**src/rtl/gpio_pkg.sv**
```systemverilog
// Shared register map, bus width and edge-select encodings for the GPIO controller.
package gpio_pkg;

  localparam int BUS_W = 32;

  localparam logic [2:0] GPIO_IN       = 3'd0;
  localparam logic [2:0] GPIO_OUT      = 3'd1;
  localparam logic [2:0] GPIO_IRQ_EN   = 3'd2;
  localparam logic [2:0] GPIO_IRQ_PEND = 3'd3;
  localparam logic [2:0] GPIO_EDGE_CFG = 3'd4;
  localparam logic [2:0] GPIO_OUT_SET  = 3'd5;
  localparam logic [2:0] GPIO_OUT_CLR  = 3'd6;

  typedef enum logic {
    EDGE_RISE = 1'b0,
    EDGE_FALL = 1'b1
  } edge_e;

endpackage

```
**src/rtl/gpio_debounce.sv**
```systemverilog
// Single-bit 2-FF synchronizer followed by a stability debouncer.
// GPIO_DEBOUNCE_EN undefined: the debouncer collapses to one register after the synchronizer.
module gpio_debounce
  import gpio_pkg::*;
#(
  parameter int DEBOUNCE_CYCLES = 16
) (
  input  logic clk,
  input  logic rst,
  input  logic din,
  output logic db
);

  logic sync_p0, sync_p1;

  // stage p0/p1: metastability synchronizer
  always_ff @(posedge clk or posedge rst) begin
    if (rst) begin
      sync_p0 <= 1'b0;
      sync_p1 <= 1'b0;
    end else begin
      sync_p0 <= din;
      sync_p1 <= sync_p0;
    end
  end

`ifdef GPIO_DEBOUNCE_EN
  localparam int CNT_W = $clog2(DEBOUNCE_CYCLES);

  logic [CNT_W-1:0] cnt;

  // stage p2: accept a change only after DEBOUNCE_CYCLES consecutive differing samples
  always_ff @(posedge clk or posedge rst) begin
    if (rst) begin
      cnt <= '0;
      db  <= 1'b0;
    end else if (sync_p1 == db) begin
      cnt <= '0;
    end else if (cnt == CNT_W'(DEBOUNCE_CYCLES - 1)) begin
      db  <= sync_p1;
      cnt <= '0;
    end else begin
      cnt <= cnt + 1'b1;
    end
  end
`else
  localparam int unused_debounce_cycles = DEBOUNCE_CYCLES;

  // stage p2: plain register after the synchronizer
  always_ff @(posedge clk or posedge rst) begin
    if (rst) db <= 1'b0;
    else     db <= sync_p1;
  end
`endif

endmodule

```
**src/rtl/gpio_ctrl.sv**
```systemverilog
// Memory-mapped GPIO controller: synchronized/debounced inputs, output register, edge interrupts.
// Debounce filtering is present only when GPIO_DEBOUNCE_EN is defined.
module gpio_ctrl
  import gpio_pkg::*;
#(
  parameter int               N_IN            = 12,
  parameter int               N_OUT           = 8,
  parameter int               DEBOUNCE_CYCLES = 16,
  parameter logic [N_OUT-1:0] OUT_RESET       = '0
) (
  input  logic              clk,
  input  logic              rst,
  input  logic              bus_sel,
  input  logic              bus_we,
  input  logic [2:0]        bus_addr,
  input  logic [BUS_W-1:0]  bus_wdata,
  output logic [BUS_W-1:0]  bus_rdata,
  output logic              bus_ready,
  input  logic [N_IN-1:0]   gpio_in,
  output logic [N_OUT-1:0]  gpio_out,
  output logic              irq
);

  logic [N_IN-1:0]  db, db_q, irq_en, pend, edge_cfg, edge_set, w1c, wr_in;
  logic [BUS_W-1:0] rd_val;
  logic             wr;
  logic             unused_wdata;

  for (genvar i = 0; i < N_IN; i++) begin : g_in
    gpio_debounce #(.DEBOUNCE_CYCLES(DEBOUNCE_CYCLES)) u_db (
      .clk (clk),
      .rst (rst),
      .din (gpio_in[i]),
      .db  (db[i])
    );
  end

  assign wr           = bus_sel && bus_we;
  assign wr_in        = bus_wdata[N_IN-1:0];
  assign w1c          = (wr && bus_addr == GPIO_IRQ_PEND) ? wr_in : '0;
  assign unused_wdata = ^bus_wdata;

  // Edge select bit: 0 picks 0->1 transitions, 1 picks 1->0 transitions.
  assign edge_set = (~edge_cfg & db & ~db_q) | (edge_cfg & ~db & db_q);

  always_comb begin
    rd_val = '0;
    case (bus_addr)
      GPIO_IN:       rd_val[N_IN-1:0]  = db;
      GPIO_OUT:      rd_val[N_OUT-1:0] = gpio_out;
      GPIO_IRQ_EN:   rd_val[N_IN-1:0]  = irq_en;
      GPIO_IRQ_PEND: rd_val[N_IN-1:0]  = pend;
      GPIO_EDGE_CFG: rd_val[N_IN-1:0]  = edge_cfg;
      default:       rd_val            = '0;
    endcase
  end

  // stage p3: bus response, register file, edge/pending/interrupt state
  always_ff @(posedge clk or posedge rst) begin
    if (rst) begin
      bus_ready <= 1'b0;
      bus_rdata <= '0;
      gpio_out  <= OUT_RESET;
      irq_en    <= '0;
      edge_cfg  <= '0;
      pend      <= '0;
      db_q      <= '0;
      irq       <= 1'b0;
    end else begin
      bus_ready <= bus_sel;
      bus_rdata <= (bus_sel && !bus_we) ? rd_val : '0;
      db_q      <= db;
      // A new edge overrides a same-cycle clear so no event is lost.
      pend      <= (pend & ~w1c) | edge_set;
      irq       <= |(pend & irq_en);
      if (wr) begin
        case (bus_addr)
          GPIO_OUT:      gpio_out <= bus_wdata[N_OUT-1:0];
          GPIO_IRQ_EN:   irq_en   <= wr_in;
          GPIO_EDGE_CFG: edge_cfg <= wr_in;
          GPIO_OUT_SET:  gpio_out <= gpio_out | bus_wdata[N_OUT-1:0];
          GPIO_OUT_CLR:  gpio_out <= gpio_out & ~bus_wdata[N_OUT-1:0];
          default:       ;
        endcase
      end
    end
  end

endmodule

```
**config.mk**
```make
export PLATFORM = sky130hd
export DESIGN_NAME = gpio_ctrl
export DESIGN_NICKNAME = d
export VERILOG_FILES = /design/src/rtl/gpio_pkg.sv /design/src/rtl/gpio_debounce.sv /design/src/rtl/gpio_ctrl.sv
export SDC_FILE = /design/constraint.sdc
export NUM_CORES = 1
export LEC_CHECK = 0
export ABC_AREA = 1
export CAP_MARGIN = 20
export CELL_PAD_IN_SITES_DETAIL_PLACEMENT = 1
export CELL_PAD_IN_SITES_GLOBAL_PLACEMENT = 1
export CORE_MARGIN = 3
export CORE_UTILIZATION = 38
export DETAILED_ROUTE_END_ITERATION = 7
export GPL_TIMING_DRIVEN = 0
export PLACE_DENSITY_LB_ADDON = 0.05
export SLEW_MARGIN = 40
export SYNTH_ARGS = -nofsm -noshare
export SYNTH_HDL_FRONTEND = slang
export SYNTH_SLANG_ARGS = --single-unit
```
**constraint.sdc**
```tcl
create_clock -name clk -period 3.9 [get_ports clk]
set_clock_uncertainty 0.1 [all_clocks]
set_input_delay 0.78 -clock clk [delete_from_list [all_inputs] [get_ports clk]]
set_output_delay 0.78 -clock clk [all_outputs]
set_load 0.05 [all_outputs]
```
==> results.md, run 1 <==
* Outcome: finished clean
* Warnings from Yosys at 0
* Crit Path Class: reg -> out
* Worst min path class: reg -> reg
* RSZ-0062 raised after global routing: false
* Setup Fix Bufs, Post-CTS at 0
* # rows at 38
* Inst Count DP at 668
* Critical path peak fanout at 3
* Final slew viol count at 0
* Detailed router's first-iteration violation count at 132
* Commonest non-fill, non-tap cell in the layout: nand2_1
* Core box area at 0.0111 mm2
* Final setup vio count at 0
* Width of the die at 114 um
* Worst Hold End: g_in[3].u_db.sync_p1$_DFF_PP0_
* Slew at the pin closest to its max-slew limit at 0.697 ns
* Layout Nets at 590
* IO Count at 93
* Initial Utilization at 39.7%
* Synth area leaders: dfrtp_1 (60%), nand2_1 (11%), nand3_1 (5.6%), buf_4 (3.9%), nor2_1 (3.3%)
* Pwr/cell area at 487 mW/mm2
* Layout area overhead at 24.2%
* WP data required at 3.02 ns
* Post-Synthesis Cells at 459
* Post-synthesis sequential area ratio at 60.4%
* Via count at 3,309
* Clock buffer depth at 2
* Clock slew at reported path FFs at 0.07 ns
* Post-synthesis sequential element count at 106
* Slew Limit Headroom at 53.2%
* Share of cells above drive strength 1 at 13.1%
* Delay of the slowest cell on the worst path at 0.82 ns
* Setup TNS at 0 ns
* Power Total at 2.66 mW
* Root Driver: clkbuf_16
* R2r worst-path depth at 4
* Clk sinks at 106
* H-tree depth at 3
* Largest net degree at the start of global routing at 69
* Peak VDD IR at 0.329 mV
* # hold bufs at CTS at 0
* Number of synthesized flops with an enable pin at 0
* Min Hold Slack at 0.241 ns
* Arrival time of the worst setup path at 1.56 ns
* Gpl congestion at 0.786
* Fmax at 410 MHz
* Family with the most delay on the worst path: buffers and inverters
* Number of global-route vias before repair at 3,542
* Die H at 114 um
* Fin crit share at 62.5%
* Final Non-Filler Cells at 683
* Final min period at 2.44 ns
* Leakage power at 2.56 nW
* Slowest CP cell: clkdlybuf4s50_1
* Full die area at 0.0129 mm2
* Library cells used by synthesis at 28
* Mapped Avg Cell Area at 9.57 um2
* WL/cell at 16.0 um
* CTS buffer count at 9
* Max-cap violations at 0
* R2R Path Start: pend[2]$_DFF_PP0_
* Synth area leader: dfrtp_1
* Clock Latency Late Sink at 0.35 ns
* Ys flop type: dfrtp_1
* DRT antenna net count at 0
* Worst path cell trace: clkdlybuf4s50_1
* Total grt overflow at 0
* Crit path from: gpio_out[6]$_DFFE_PP0P_
* DRT Wirelength at 10,900 um
* Initial antenna violation count at 0
* Critical path capture point type: output port
* Fin. Hold Viols at 0
* Util after Layout at 49.3%
* Hold Crit Start: g_in[3].u_db.sync_p0$_DFF_PP0_
* Most frequent cells in the layout: nand2_1 (130), dfrtp_1 (106), nand3_1 (49), clkdlybuf4s50_1 (49), nor2_1 (39)
* # diodes at 0
* CTS tree: done
* Post-CTS Resized at 0
* Flop-to-flop setup slack at 2.83 ns
* Hold Path Depth at 0
* First-pass GRT wire length at 18,200 um
* Total GRT Usage at 18.2%
* # DRC at 0
* Worst path bufs/invs at 1
* Pre-Repair DR Iteration Count at 4
* Cell area after synthesis at 0.00439 mm2
* Reg2reg end: irq$_DFF_PP0_
* Port Buffers at 49
* Post-DP HPWL at 7840 um
* Top cell type's share of synthesized area at 60.4%
* Ys async rst share at 100%
* Avg Vias per Cell at 4.84
* Critical Path Source Type: flip-flop
[cells by family after synthesis]
group                  Yosys count  share of synthesized area [%]
other                            1                         0.0853
AND/OR/NAND/NOR                245                           25.3
flip-flops                     106                           60.4
buffers and inverters           65                           8.37
AO/OA/AOI/OAI                   42                           5.89
[per-stage QoR]
stage               worst slack [ns]  cell area (um2)
floorplan                      0.231             4470
global placement               -1.38             5130
detailed placement              1.27             5170
CTS                             1.45             5460
global route                    1.42             5460
finish                          1.46             5460
[worst max path at each step]
stage                              end  slack, ns  depth (start not counted)
6_report                   gpio_out[6]       1.46                          1
3_3_place_gp   gpio_out[6]$_DFFE_PP0P_      -1.38                          2
3_5_place_dp   edge_cfg[6]$_DFFE_PP0P_       1.27                          6
5_1_grt                    gpio_out[2]       1.42                          1
4_1_cts                    gpio_out[2]       1.45                          1
2_1_floorplan   bus_rdata[0]$_DFF_PP0_       0.23                          1
[state kept, by name (all words and copies together) (netlist names)]
register	flops
db_q	12
pend	12
bus_ready	1
irq_en	12
gpio_out	8
edge_cfg	12
g_in.u_db.db	12
bus_rdata	12
g_in.u_db.sync_p1	12
irq	1
g_in.u_db.sync_p0	12
[per-layer routing]
layer  routed length [um]  vias to the layer above  GRT usage (%)
li1                     -                     1590              -
met1                 5230                     1619           25.1
met2                 4900                       90           28.3
met3                  652                       10           5.52
met4                  128                        0           4.89
met5                    0                        -              0
[power by group]
part / internal (mW) / total [mW] / switching [mW]
sequential: 1.20 / 1.28 / 0.0749
clock: 0.500 / 0.906 / 0.406
combinational: 0.164 / 0.476 / 0.312
[synth_stat cells, types with 2 or more instances]
cell	count
buf_2	4
buf_4	23
buf_6	4
clkbuf_1	2
dfrtp_1	106
inv_1	29
inv_2	2
nand2_1	130
nand3_1	49
nand3b_1	12
nand4_1	4
nor2_1	39
o21ai_0	19
o21ai_1	10
o21ai_2	13
[final cells by class]
class                      instances  area [um2]
tap                              140         175
timing repair buffer              50         518
sequential                       106        2650
multi-input combinational        307        1450
buffer                            33         245
inverter                          32         130
clock inverter                     5        63.8
fill                            1296        5620
clock buffer                      10         229
No activity file was read; power rests on OpenSTA's default activity.
==> inputs of run 2 (changes only) <==
clock period = 2.5 ns   (was 3.9 ns; I/O delays follow)
==> results.md, run 2 (synthesis gave the netlist of run 1 again) <==
* Outcome: finished clean
* Pre-Repair DR Iteration Count at 4
* H-tree depth at 3
* NetSw at 1.29 mW
* DRT Wirelength at 11,300 um
* Commonest non-fill, non-tap cell in the layout: nand2_1
* Share of cells above drive strength 1 at 14.1%
* Die H at 114 um
* # DRC at 0
* Gpl congestion at 0.764
* Final setup vio count at 0
* Family with the most delay on the worst path: buffers and inverters
* Post-CTS Resized at 0
* Critical Path End: gpio_out[5]
* Total GRT Usage at 18.8%
* Worst path cell trace: clkdlybuf4s50_1
* # fillers at 1,281
* Width of the die at 114 um
* # hold bufs at CTS at 0
* Area of the multi-input gates at 0.00145 mm2
* Fin. Hold Viols at 0
* M2 GR Usage at 29.6%
* Worst min path class: reg -> reg
* Flop-to-flop setup slack at 1.42 ns
* Fmax at 453 MHz
* Leakage power at 2.60 nW
* Core box area at 0.0111 mm2
* Clock share of power at 33.3%
* Arrival time of the worst setup path at 1.61 ns
* Detailed router's first-iteration violation count at 211
* Power Total at 4.14 mW
* Layout area overhead at 26.3%
* R2R Path Start: pend[4]$_DFF_PP0_
* Levels on crit path at 1
* Crit Path Class: reg -> out
* Final Non-Filler Cells at 688
* Fin crit share at 88.3%
* Setup Fix Bufs, Post-CTS at 0
* Final min period at 2.21 ns
* Register share of total power at 48.2%
* Number of global-route vias before repair at 3,530
* Critical path capture point type: output port
* RSZ-0062 raised after global routing: false
* GRT busiest layer: met2
* Clock Latency Late Sink at 0.36 ns
* Slew Limit Headroom at 47.3%
* WL/cell at 16.4 um
* DRT antenna net count at 0
* R2r worst-path depth at 4
* Max-cap violations at 0
* CTS buffer count at 9
* Root Driver: clkbuf_16
* Crit path from: gpio_out[5]$_DFFE_PP0P_
* Peak VDD IR at 0.529 mV
* Met3 usage at 5.25%
* Util after Layout at 50.1%
* Initial antenna violation count at 0
* Fin worst setup slack at 0.292 ns
* Most frequent cells in the layout: nand2_1 (130), dfrtp_1 (106), nand3_1 (49), clkdlybuf4s50_1 (49), nor2_1 (39)
* Critical Path Source Type: flip-flop
* IO Count at 93
* WP data required at 1.90 ns
* Slew at the pin closest to its max-slew limit at 0.786 ns
* First-pass GRT wire length at 18,400 um
* Layout Nets at 594
* Largest net degree at the start of global routing at 25
* Met1 usage at 25.4%
* Register Area at 0.00265 mm2
* Clock buffer depth at 2
* Delay of the slowest cell on the worst path at 0.83 ns
* Slowest CP cell: clkdlybuf4s50_1
* # rows at 38
* Pwr/cell area at 745 mW/mm2
* Combinational fraction of design power at 18.5%
* Via count at 3,320
* Hold Path Depth at 0
* Post-DP HPWL at 8160 um
* Avg Vias per Cell at 4.83
* Setup TNS at 0 ns
* Clk sinks at 106
* Critical path peak fanout at 3
* # diodes at 0
* Total grt overflow at 0
* Pint at 2.84 mW
* Full die area at 0.0129 mm2
* Worst path bufs/invs at 1
* Port Buffers at 49
* Initial Utilization at 39.7%
* Clock slew at reported path FFs at 0.07 ns
* Switching share of power at 31.2%
* Inst Count DP at 672
* Pre-CTS WS at 0.200 ns
* Final slew viol count at 0
* Reg2reg end: irq$_DFF_PP0_
* CTS tree: done
-- run 2: cell types whose count changed in the layout (fill, tap and decap cells not counted), sizes merged --
cell,previous run,this run
buf,32,36
clkinv,1,3
bufinv,1,0
clkbuf,12,11
inv,34,35
-- run 2: area by class of cell --
type	count	share of cell area, %
Clock buffer	9	4.06
Inverter	32	2.28
Timing Repair Buffer	54	11.2
Tap cell	140	3.16
Buffer	33	4.42
Multi-Input combinational cell	307	26.0
Sequential cell	106	47.8
Clock inverter	7	1.06
-- run 2: metrics by stage --
stage / cell area [um2] / hold WS (ns)
5_1_grt: 5550 / 0.259
6_report: 5550 / 0.250
3_3_place_gp: 5130 / 0.232
4_1_cts: 5550 / 0.252
3_5_place_dp: 5270 / 0.236
2_1_floorplan: 4470 / 0.231
-- run 2: how the worst min path moves through the flow --
stage	startpoint	slack (ns)	end
3_3_place_gp	g_in[0].u_db.sync_p0$_DFF_PP0_	0.23	g_in[0].u_db.sync_p1$_DFF_PP0_
3_5_place_dp	g_in[9].u_db.sync_p0$_DFF_PP0_	0.24	g_in[9].u_db.sync_p1$_DFF_PP0_
2_1_floorplan	g_in[0].u_db.sync_p1$_DFF_PP0_	0.23	g_in[0].u_db.db$_DFF_PP0_
5_1_grt	g_in[2].u_db.sync_p1$_DFF_PP0_	0.26	g_in[2].u_db.db$_DFF_PP0_
6_report	g_in[8].u_db.sync_p1$_DFF_PP0_	0.25	g_in[8].u_db.db$_DFF_PP0_
4_1_cts	g_in[9].u_db.sync_p0$_DFF_PP0_	0.25	g_in[9].u_db.sync_p1$_DFF_PP0_
-- run 2: per-layer routing --
layer / part of all wire [%] / vias up
met5: 0 / -
met1: 46 / 1626
met4: 1.7 / 0
li1: - / 1592
met3: 5.5 / 13
met2: 47 / 89
-- run 2: power by group through the flow --
stage | Sequential (mW) | Combinational (mW) | Clock [mW]
final | 1.99 | 0.766 | 1.38
after global routing | 2.01 | 0.842 | 1.49
after CTS | 1.99 | 0.774 | 1.43
after detailed placement | 2.03 | 0.771 | 0
after global placement | 2.02 | 0.725 | 0
after floorplan | 2.12 | 0.401 | 0
==> inputs of run 3 (changes only) <==
CTS_CLUSTER_SIZE = 12   (was not set)
==> results of run 3 <==
Same layout as run 2: the final DEF is identical, and so are final timing and power.
